--- config.mk ---
export PLATFORM = sky130hd
export DESIGN_NAME = udiv_20by4_seq
export DESIGN_NICKNAME = d
export VERILOG_FILES = /design/src/rtl/udiv_20by4_seq.sv
export SDC_FILE = /design/constraint.sdc
export NUM_CORES = 1
export LEC_CHECK = 0
export ABC_CLOCK_PERIOD_IN_PS = 2210
export CORE_MARGIN = 5
export CORE_UTILIZATION = 51
export DETAILED_ROUTE_END_ITERATION = 10
export PLACE_DENSITY_LB_ADDON = 0.12
export SLEW_MARGIN = 20
export SYNTH_ARGS = -nofsm -noshare
export SYNTH_HDL_FRONTEND = slang
export SYNTH_SLANG_ARGS = --single-unit
export TNS_END_PERCENT = 30
--- constraint.sdc ---
create_clock -name clk -period 2.21 [get_ports clk]
set_input_delay 0.442 -clock clk [delete_from_list [all_inputs] [get_ports clk]]
set_output_delay 0.442 -clock clk [all_outputs]
set_load 0.03 [all_outputs]
--- src/rtl/udiv_20by4_seq.sv ---
// udiv_20by4_seq: sequential restoring divider, 20-bit dividend by 4-bit divisor.
// One quotient bit is resolved per clock, MSB first, so a division takes DVD_W
// cycles in BUSY and is followed by a single DONE cycle. The dividend shift
// register doubles as the quotient accumulator: each quotient bit drops into
// the LSB position vacated by the dividend bit just consumed.
module udiv_20by4_seq #(
    parameter int DVD_W = 20,
    parameter int DVS_W = 4,
    parameter int CNT_W = 5
) (
    input  logic             clk,
    input  logic             rst,
    input  logic             start,
    input  logic [DVD_W-1:0] dividend,
    input  logic [DVS_W-1:0] divisor,
    output logic             busy,
    output logic             done,
    output logic [DVD_W-1:0] quotient,
    output logic [DVS_W-1:0] remainder,
    output logic             div_zero
);

    typedef enum logic [1:0] {
        S_IDLE = 2'd0,
        S_BUSY = 2'd1,
        S_DONE = 2'd2
    } state_t;

    state_t             state_q, state_d;
    logic [CNT_W-1:0]   cnt_q, cnt_d;
    logic [DVD_W-1:0]   dvd_q, dvd_d;       // dividend bits (top) / quotient bits (bottom)
    logic [DVS_W-1:0]   dvs_q, dvs_d;
    logic [DVS_W-1:0]   prem_q, prem_d;     // partial remainder
    logic [DVD_W-1:0]   quotient_q, quotient_d;
    logic [DVS_W-1:0]   remainder_q, remainder_d;
    logic               div_zero_q, div_zero_d;

    // Single restoring step on the current partial remainder
    logic [DVS_W:0]     pr;
    logic               qbit;
    logic [DVS_W-1:0]   prem_next;
    logic [DVD_W-1:0]   dvd_next;
    logic               last_iter;
    logic               accept;

    // One iteration: trial-subtract the divisor from {partial_rem, next dividend bit}.
    // When the subtraction succeeds the true difference is below the divisor,
    // so the low DVS_W bits of a modular subtraction are exact.
    always_comb begin
        pr        = {prem_q, dvd_q[DVD_W-1]};
        qbit      = (pr >= {1'b0, dvs_q});
        prem_next = qbit ? (pr[DVS_W-1:0] - dvs_q) : pr[DVS_W-1:0];
        dvd_next  = {dvd_q[DVD_W-2:0], qbit};
        last_iter = (cnt_q == CNT_W'(DVD_W - 1));
        accept    = start && (state_q != S_BUSY);
    end

    // Next-state and datapath control; operands are only captured on acceptance
    always_comb begin
        state_d     = state_q;
        cnt_d       = cnt_q;
        dvd_d       = dvd_q;
        dvs_d       = dvs_q;
        prem_d      = prem_q;
        quotient_d  = quotient_q;
        remainder_d = remainder_q;
        div_zero_d  = div_zero_q;

        case (state_q)
            S_BUSY: begin
                dvd_d  = dvd_next;
                prem_d = prem_next;
                cnt_d  = cnt_q + CNT_W'(1);
                if (last_iter) begin
                    state_d     = S_DONE;
                    quotient_d  = dvd_next;
                    remainder_d = prem_next;
                    div_zero_d  = (dvs_q == '0);
                end
            end
            S_DONE: begin
                state_d = S_IDLE;
            end
            default: begin
                state_d = S_IDLE;
            end
        endcase

        if (accept) begin
            state_d = S_BUSY;
            dvd_d   = dividend;
            dvs_d   = divisor;
            prem_d  = '0;
            cnt_d   = '0;
        end
    end

    // State and datapath registers, cleared immediately by reset
    always_ff @(posedge clk or posedge rst) begin
        if (rst) begin
            state_q     <= S_IDLE;
            cnt_q       <= '0;
            dvd_q       <= '0;
            dvs_q       <= '0;
            prem_q      <= '0;
            quotient_q  <= '0;
            remainder_q <= '0;
            div_zero_q  <= 1'b0;
        end else begin
            state_q     <= state_d;
            cnt_q       <= cnt_d;
            dvd_q       <= dvd_d;
            dvs_q       <= dvs_d;
            prem_q      <= prem_d;
            quotient_q  <= quotient_d;
            remainder_q <= remainder_d;
            div_zero_q  <= div_zero_d;
        end
    end

    assign busy      = (state_q == S_BUSY);
    assign done      = (state_q == S_DONE);
    assign quotient  = quotient_q;
    assign remainder = remainder_q;
    assign div_zero  = div_zero_q;

endmodule

---- After elaboration in Yosys (flattened, before gate mapping) ----
Index checks and enable logic that the tools add are counted.
word-level totals
  output and inout port bits .............. 27
  bits in latches ......................... 0
  memories kept ........................... 0
  ROM bits ................................ 0
  register bits ........................... 60
  memory bits (writable) .................. 0
  word-level logic and storage cells ...... 30
operators by class
  multiplexer cells ....................... 10
  eq/ne operators ......................... 5
  $lt $le $gt $ge ......................... 1
  $mul .................................... 0
  $add $sub $neg .......................... 2
  bitwise gates (word level) .............. 0
  reduce and logical (&&, ||, !) cells .... 4
  divide/modulo/power cells ............... 0
  shifts and indexed selects .............. 0
operator list
  operator                                       count
  two-way mux 20 bit                             2
  two-way mux 4 bit                              3
  two-way mux 5 bit                              2
  two-way mux 2 bit                              3
  adder 5 x 1 -> 5 bit, second input constant    1
  == test 5 bit, second input constant           1
  >= comparator 5 x 4 -> 1 bit                   1
  zero test 4 bit                                1
  subtractor 4 bit                               1
  != test 3 x 1 -> 1 bit, second input constant  1
  == test 2 x 1 -> 1 bit, second input constant  1
  == test 2 bit, second input constant           1
  != test 2 x 1 -> 1 bit, second input constant  1
  AND reduction 2 bit                            1
  nonzero test 2 bit                             1
  logical AND 1 bit                              1

---- Longest topological paths before layout ----
Gate-level depths: netlist (run 1).
  depth in word-level cells ............... 4
  gate-level depth with buffers ........... 7
  gate-level depth less buffers ........... 7

---- Worst setup path before layout (run 1) ----
OpenSTA, ideal clock, no wires.
  path kind ............................... register to register
  start ................................... register dvd_q[19]
  end ..................................... register prem_q[2]
  setup time .............................. 126 ps
  path slack .............................. 322 ps
  clock period less this slack ............ 1888 ps
  data required time ...................... 2084 ps
  path buffers ............................ 0
  arrival ................................. 1762 ps
  cell stages (with the launch flop) ...... 7
  path through ............................ dfrtp_1 > inv_1 > ha_1 > nand2b_2 > a2111oi_4 > nor4_1 > a311o_1
on the way
  word-level cells in the longest chain between the ends .. 4
ends and longest elaborated chain
  what                                                              RTL line  RTL
  start: declaration                                                31        logic [DVD_W-1:0] dvd_q, dvd_d;
  start signal: assignment                                          112       dvd_q <= dvd_d;
  subtractor 4 bit or >= comparator 5 x 4 -> 1 bit (tied branches)  52, 51
  two-way mux 4 bit (*)                                             52        prem_next = qbit ? (pr[DVS_W-1:0] - dvs_q) : pr[DVS_W-1:0];
  two-way mux 4 bit (*)                                             69        case (state_q)
  two-way mux 4 bit (*)                                             89        if (accept) begin
  end signal: assignment                                            114       prem_q <= prem_d;
  end: declaration                                                  33        logic [DVS_W-1:0] prem_q, prem_d;
Mark *: on every way between the ends. The rest lies on a longest branch, timed or not. The select of a mux whose other input is x is not followed.
A chain may end at the register's enable or synchronous reset.

---- Final worst setup path (run 1) ----
Ends and elaborated chain as after synthesis.

==> impl_metrics.tcl, run 1 <==
set metrics [dict create \
    maxCapViolCount 0 \
    cts_hold_buf 0 \
    grt_usage_pct 18.76 \
    fill_cells 429 \
    fin_crit_sh_pct 91.64 \
    multi_input_area_mm2 0.001172 \
    synth_cell_types 41 \
    path_max_fanout 7 \
    dpl_worst_slack_ps 200.6 \
    dieArea_mm2 0.007033 \
    finClkSkew_ps 8.282 \
    crit_type "reg2reg" \
    clock_latency_ps 340 \
    postCtsSetupRepairBufs 0 \
    nets 372 \
    r2r_setup_slack_ps 180 \
    layout-drive-gt1-share_pct 11.92 \
    yosys.area.top_type "dfrtp_1" \
    p_leak_nw 1.705 \
    drtPass1Iterations 4 \
    rsz0062_at_grt "false" \
    syn_area_mm2 0.002783 \
    cts_tree "built" \
    routed_via_density 5.285 \
    grt_pass1_wl_um 10520 \
    final_common_cell "nand2_1" \
    portBuffers 53 \
    cp_slowest_cell "a2111oi_4" \
    power.density_mw_per_mm2 1555 \
    final_cell_mix "nand2_1, dfrtp_1, clkdlybuf4s50_1, o21ai_0, mux2i_1" \
    grt_pass1_vias 2234 \
    ys_ff_latch 60 \
    final_util_pct 69.71 \
    tightest_slew_ps 426.1 \
    path_cells "inv_1, ha_1, nand2b_2, a2111oi_4, nor4_1, a311o_1" \
    cts_resized 0 \
    start_util_pct 53.46 \
    start_kind "register" \
    finalHoldViolCount 0 \
    regArea_mm2 0.001501 \
    fp.dieH_um 83.87 \
    path_clk_slew_ps 70 \
    synth_area_leaders "dfrtp_1, nand2_1, mux2i_1, o21ai_0, ha_1" \
    htree_levels 3 \
    antenna_found_initial 0 \
    area_growth_pct 30.40 \
    rows 26 \
    die_x_um 83.87 \
    cts_buffers 9 \
    fmax_mhz 493.8 \
    min_path_type "in2async" \
    placed_area_mm2 0.003427 \
    vias 2188 \
    n_antenna_cell 0 \
    status "completed" \
    clock_sinks 60 \
    drt-initial-drc-count 151 \
    critPathMaxStageDelay_ps 500 \
    grt_max_degree 29 \
    syn-instance-count 278 \
    reg2reg_to "prem_q[2]" \
    synth_top_cell_area_share_pct 53.96 \
    vdd_drop_max_v 0.0007615 \
    final_area_mm2 0.003628 \
    slew_headroom_pct 71.56 \
    wl_per_cell_um 14.62 \
    ant_nets 0 \
    period_needed_ps 2025 \
    syn_avg_cell_area_um2 10.01 \
    yosysSeqAreaShare_pct 53.96 \
    fin_ws_ps 184.7 \
    end_kind "register" \
    drc 0 \
    drv_slew 0 \
    cts_buffer_depth 2 \
    grt-ovfl-total 0 \
    wl_um 6053 \
    io-pin-count 54 \
    core_area_mm2 0.005205 \
    crit_required_ps 2430 \
    timing.rr.start "dvd_q[19]" \
    root_buffer "clkbuf_8" \
    setup_violations 0 \
    syn_nets 311 \
    worst_r2r_path_depth 6 \
    globalplace.congestion 0.8910 \
    ys_warn_count 0 \
    arrival_ps 2250 \
    hpwlAfterDp_um 4193 \
    tns_ps 0 \
]
-- worst max-delay path by stage --
stage                    from        end  slack (ps)  depth (start not counted)
floorplan                 rst   cnt_q[0]         280                          1
global placement    dvd_q[19]  prem_q[2]         250                          6
detailed placement  dvd_q[19]  prem_q[2]         200                          6
CTS                 dvd_q[19]  prem_q[2]         190                          6
global route        dvd_q[19]  prem_q[2]          40                          6
finish              dvd_q[19]  prem_q[2]         180                          6
-- flip-flops by register name, indices dropped and copies added (netlist names) --
register	cells
quotient	20
dvd_q	20
dvs_q	4
state_q	2
remainder	4
prem_q	4
div_zero	1
cnt_q	5
-- per-layer routing --
| metal | GRT usage, % | vias to the layer above | share of wire, % |
|---|---|---|---|
| met1 | 24.27 | 1040 | 45 |
| met4 | 7.018 | 0 | 1.5 |
| met5 | 0 | - | 0 |
| li1 | - | 1077 | - |
| met3 | 5.726 | 12 | 6.2 |
| met2 | 29.65 | 59 | 47 |
-- stage by stage --
stage | instances | hold WS [ps] | power (mW)
final | 414 | 430.7 | 5.644
after floorplan | 278 | 442.8 | 3.751
after global placement | 398 | 457.2 | 4.559
after global routing | 414 | 443.9 | 6.072
after CTS | 414 | 430.9 | 5.679
after detailed placement | 398 | 461.3 | 4.647
-- cell usage after synthesis (all sizes together) --
master,number
a2111oi,1
o311ai,1
a211oi,1
a2111o,1
nor2,4
buf,9
clkinv,1
or3,1
dfrtp,60
xnor2,1
a21oi,3
nand4,3
a31oi,2
nor2b,2
o21ai,30
mux2i,19
a21o,1
nand2b,2
nor4,2
clkbuf,5
or4,1
nor3,1
mux2,4
inv,7
nand3b,5
or4b,1
xor2,1
nor3b,2
fa,1
o211ai,3
or2,2
a311o,3
nand3,5
a22o,1
ha,5
nand2,87
-- cell type report --
| cell class | count | share of cell area [%] |
|---|---|---|
| flip-flops and latches | 60 | 41.38 |
| multi-input cells | 196 | 32.31 |
| repair buffers | 64 | 17.52 |
| clock buffers | 11 | 4.172 |
| well taps | 70 | 2.414 |
| clock inverters | 5 | 1.379 |
| inverters | 8 | 0.8276 |
-- report_power, final --
group          internal [mW]  switching, mW  total (mW)
combinational           1.15           1.50        2.65
clock                  0.574          0.425       0.999
sequential              1.63          0.364        1.99
-- cells by family after synthesis --
family	count (synthesis)	synth area share [%]
AND/OR/NAND/NOR	118	18.93
buffers and inverters	22	3.912
flip-flops	60	53.96
adder cells (fa/ha/maj)	6	2.968
XOR/XNOR	2	0.6296
multiplexers	23	8.453
AO/OA/AOI/OAI	47	11.15
-- critical path: cells and delay by family, from the launching register on --
| family | cells | cell delay, ps |
|---|---|---|
| AOI/OAI and AO/OA | 2 | 830 |
| and+or+nand+nor | 2 | 330 |
| adders and majority gates | 1 | 310 |
| DFF | 1 | 380 |
| buffers and inverters | 1 | 60 |
No activity file was read; power rests on OpenSTA's default activity.
==> run 2: changes to the inputs <==
CORE_UTILIZATION = 50   (was 51)
REMOVE_ABC_BUFFERS = 1   (was default)
==> run 2 against run 1 <==
Clock skew fell by 3.0 ps. Via count fell by 2.2%. Utilization fell by 4.1 points. Hold slack improved by 42 ps. Sequential cell count did not move. Maximum frequency fell by 0.65%. Register-to-register slack barely moved. Total power fell by 2.9%. Clock-buffer cell count rose by 2. Largest cell class unchanged. Largest power group unchanged.
==> impl_metrics.tcl, run 2 (synthesized netlist as in run 1, its figures left out) <==
set metrics [dict create \
    fin_crit_sh_pct 92.24 \
    cts_tree "built" \
    hold_start "quotient[4]" \
    postCtsSetupRepairBufs 0 \
    period_needed_ps 2038 \
    path_cells "inv_1, ha_1, nand2b_2, a2111oi_4, nor4_1, a311o_1" \
    vias 2139 \
    p_leak_nw 1.673 \
    routed_via_density 5.192 \
    antenna_found_initial 0 \
    final_cell_mix "nand2_1, dfrtp_1, clkdlybuf4s50_1, o21ai_0, mux2i_1" \
    clock_latency_ps 320 \
    drv_slew 0 \
    finClkSkew_ps 5.326 \
    fin_ws_ps 171.6 \
    start_kind "register" \
    cts_buffers 9 \
    clock_sinks 60 \
    fin_cells 412 \
    cts_buffer_depth 2 \
    power.density_mw_per_mm2 1527 \
    min_path_type "reg2reg" \
    drt-initial-drc-count 155 \
    cts_resized 0 \
    grt_pass1_wl_um 10270 \
    fp.dieH_um 84.60 \
    area_growth_pct 28.96 \
    nets 369 \
    drc 0 \
    layout-drive-gt1-share_pct 10.29 \
    tns_ps 0 \
    final_area_mm2 0.003588 \
    hpwlAfterDp_um 4053 \
    rsz0062_at_grt "false" \
    path_clk_slew_ps 60 \
    rows 27 \
    root_buffer "clkbuf_8" \
    wl_um 5934 \
    core_area_mm2 0.005473 \
    drtPass1Iterations 4 \
    htree_levels 3 \
    setup_violations 0 \
    worst-path-buf-inv 1 \
    grt_usage_pct 17.79 \
    tightest_slew_ps 448.3 \
    io-pin-count 54 \
    dp_cells 397 \
    startpoint "dvd_q[19]" \
    n_antenna_cell 0 \
    fmax_mhz 490.6 \
    finalHoldViolCount 0 \
    timing.rr.start "dvd_q[19]" \
    path_max_fanout 7 \
    vdd_drop_max_v 0.0007613 \
    grt_max_degree 61 \
    wl_per_cell_um 14.40 \
    dieArea_mm2 0.007157 \
    end_kind "register" \
    crit_type "reg2reg" \
    portBuffers 53 \
    crit_required_ps 2420 \
    whs_ps 473.2 \
    critPathMaxStageDelay_ps 510 \
    grt-ovfl-total 0 \
    placed_area_mm2 0.003420 \
    dpl_worst_slack_ps 182.7 \
    slew_headroom_pct 70.11 \
    globalplace.congestion 0.7773 \
    cp_top_family "compound AO/OA/AOI/OAI gates" \
    arrival_ps 2250 \
    cts_hold_buf 0 \
    cp_slowest_cell "a2111oi_4" \
    start_util_pct 50.85 \
    die_x_um 84.60 \
    final_common_cell "nand2_1" \
    status "completed" \
    grt_pass1_vias 2138 \
    ant_nets 0 \
    maxCapViolCount 0 \
]
## run 2: layout make-up
class / instances / area [um^2]
Clock buffer: 13 / 158.9
Multi-Input combinational cell: 196 / 1172
Timing Repair Buffer: 61 / 625.6
Clock inverter: 2 / 10.01
Inverter: 8 / 30.03
Sequential cell: 60 / 1501
Fill cell: 478 / 1884
Tap cell: 72 / 90.09
## run 2: per-layer routing
metal,global-route usage (%),routed length [um],vias to the layer above
li1,-,-,1063
met1,24.86,2917,1016
met2,26.90,2629,54
met3,4.612,325,6
met4,6.043,63,0
met5,0,0,-
## run 2: power by group
part / internal (mW) / leakage, nW / total (mW) / switching [mW]
clock network: 0.459 / 0.0893 / 0.858 / 0.398
registers: 1.63 / 0.745 / 2.00 / 0.369
logic: 1.15 / 0.839 / 2.62 / 1.47
total: 3.24 / 1.67 / 5.48 / 2.24
## run 2: tightest hold or removal path, stage by stage (launching register included)
cell     delay, ps
dfrtp_1        340
nand2_1         50
nand2_1         50
## run 2: final timing paths
check                           slack (ps)           to  cells after the start
max in group asynchronous             1440    dvd_q[19]                      3
worst min-delay path                   470  quotient[4]                      2
worst min register to register         470  quotient[4]                      2
worst max-delay path                   170    prem_q[2]                      6
worst max register to register         170    prem_q[2]                      6
min in group asynchronous              490     dvd_q[7]                      3
## run 2: metrics by stage
step	utilization [%]	total power, mW
global placement	62.48	4.604
floorplan	-	3.705
global route	65.57	5.931
CTS	65.57	5.519
finish	65.57	5.478
detailed placement	62.48	4.642
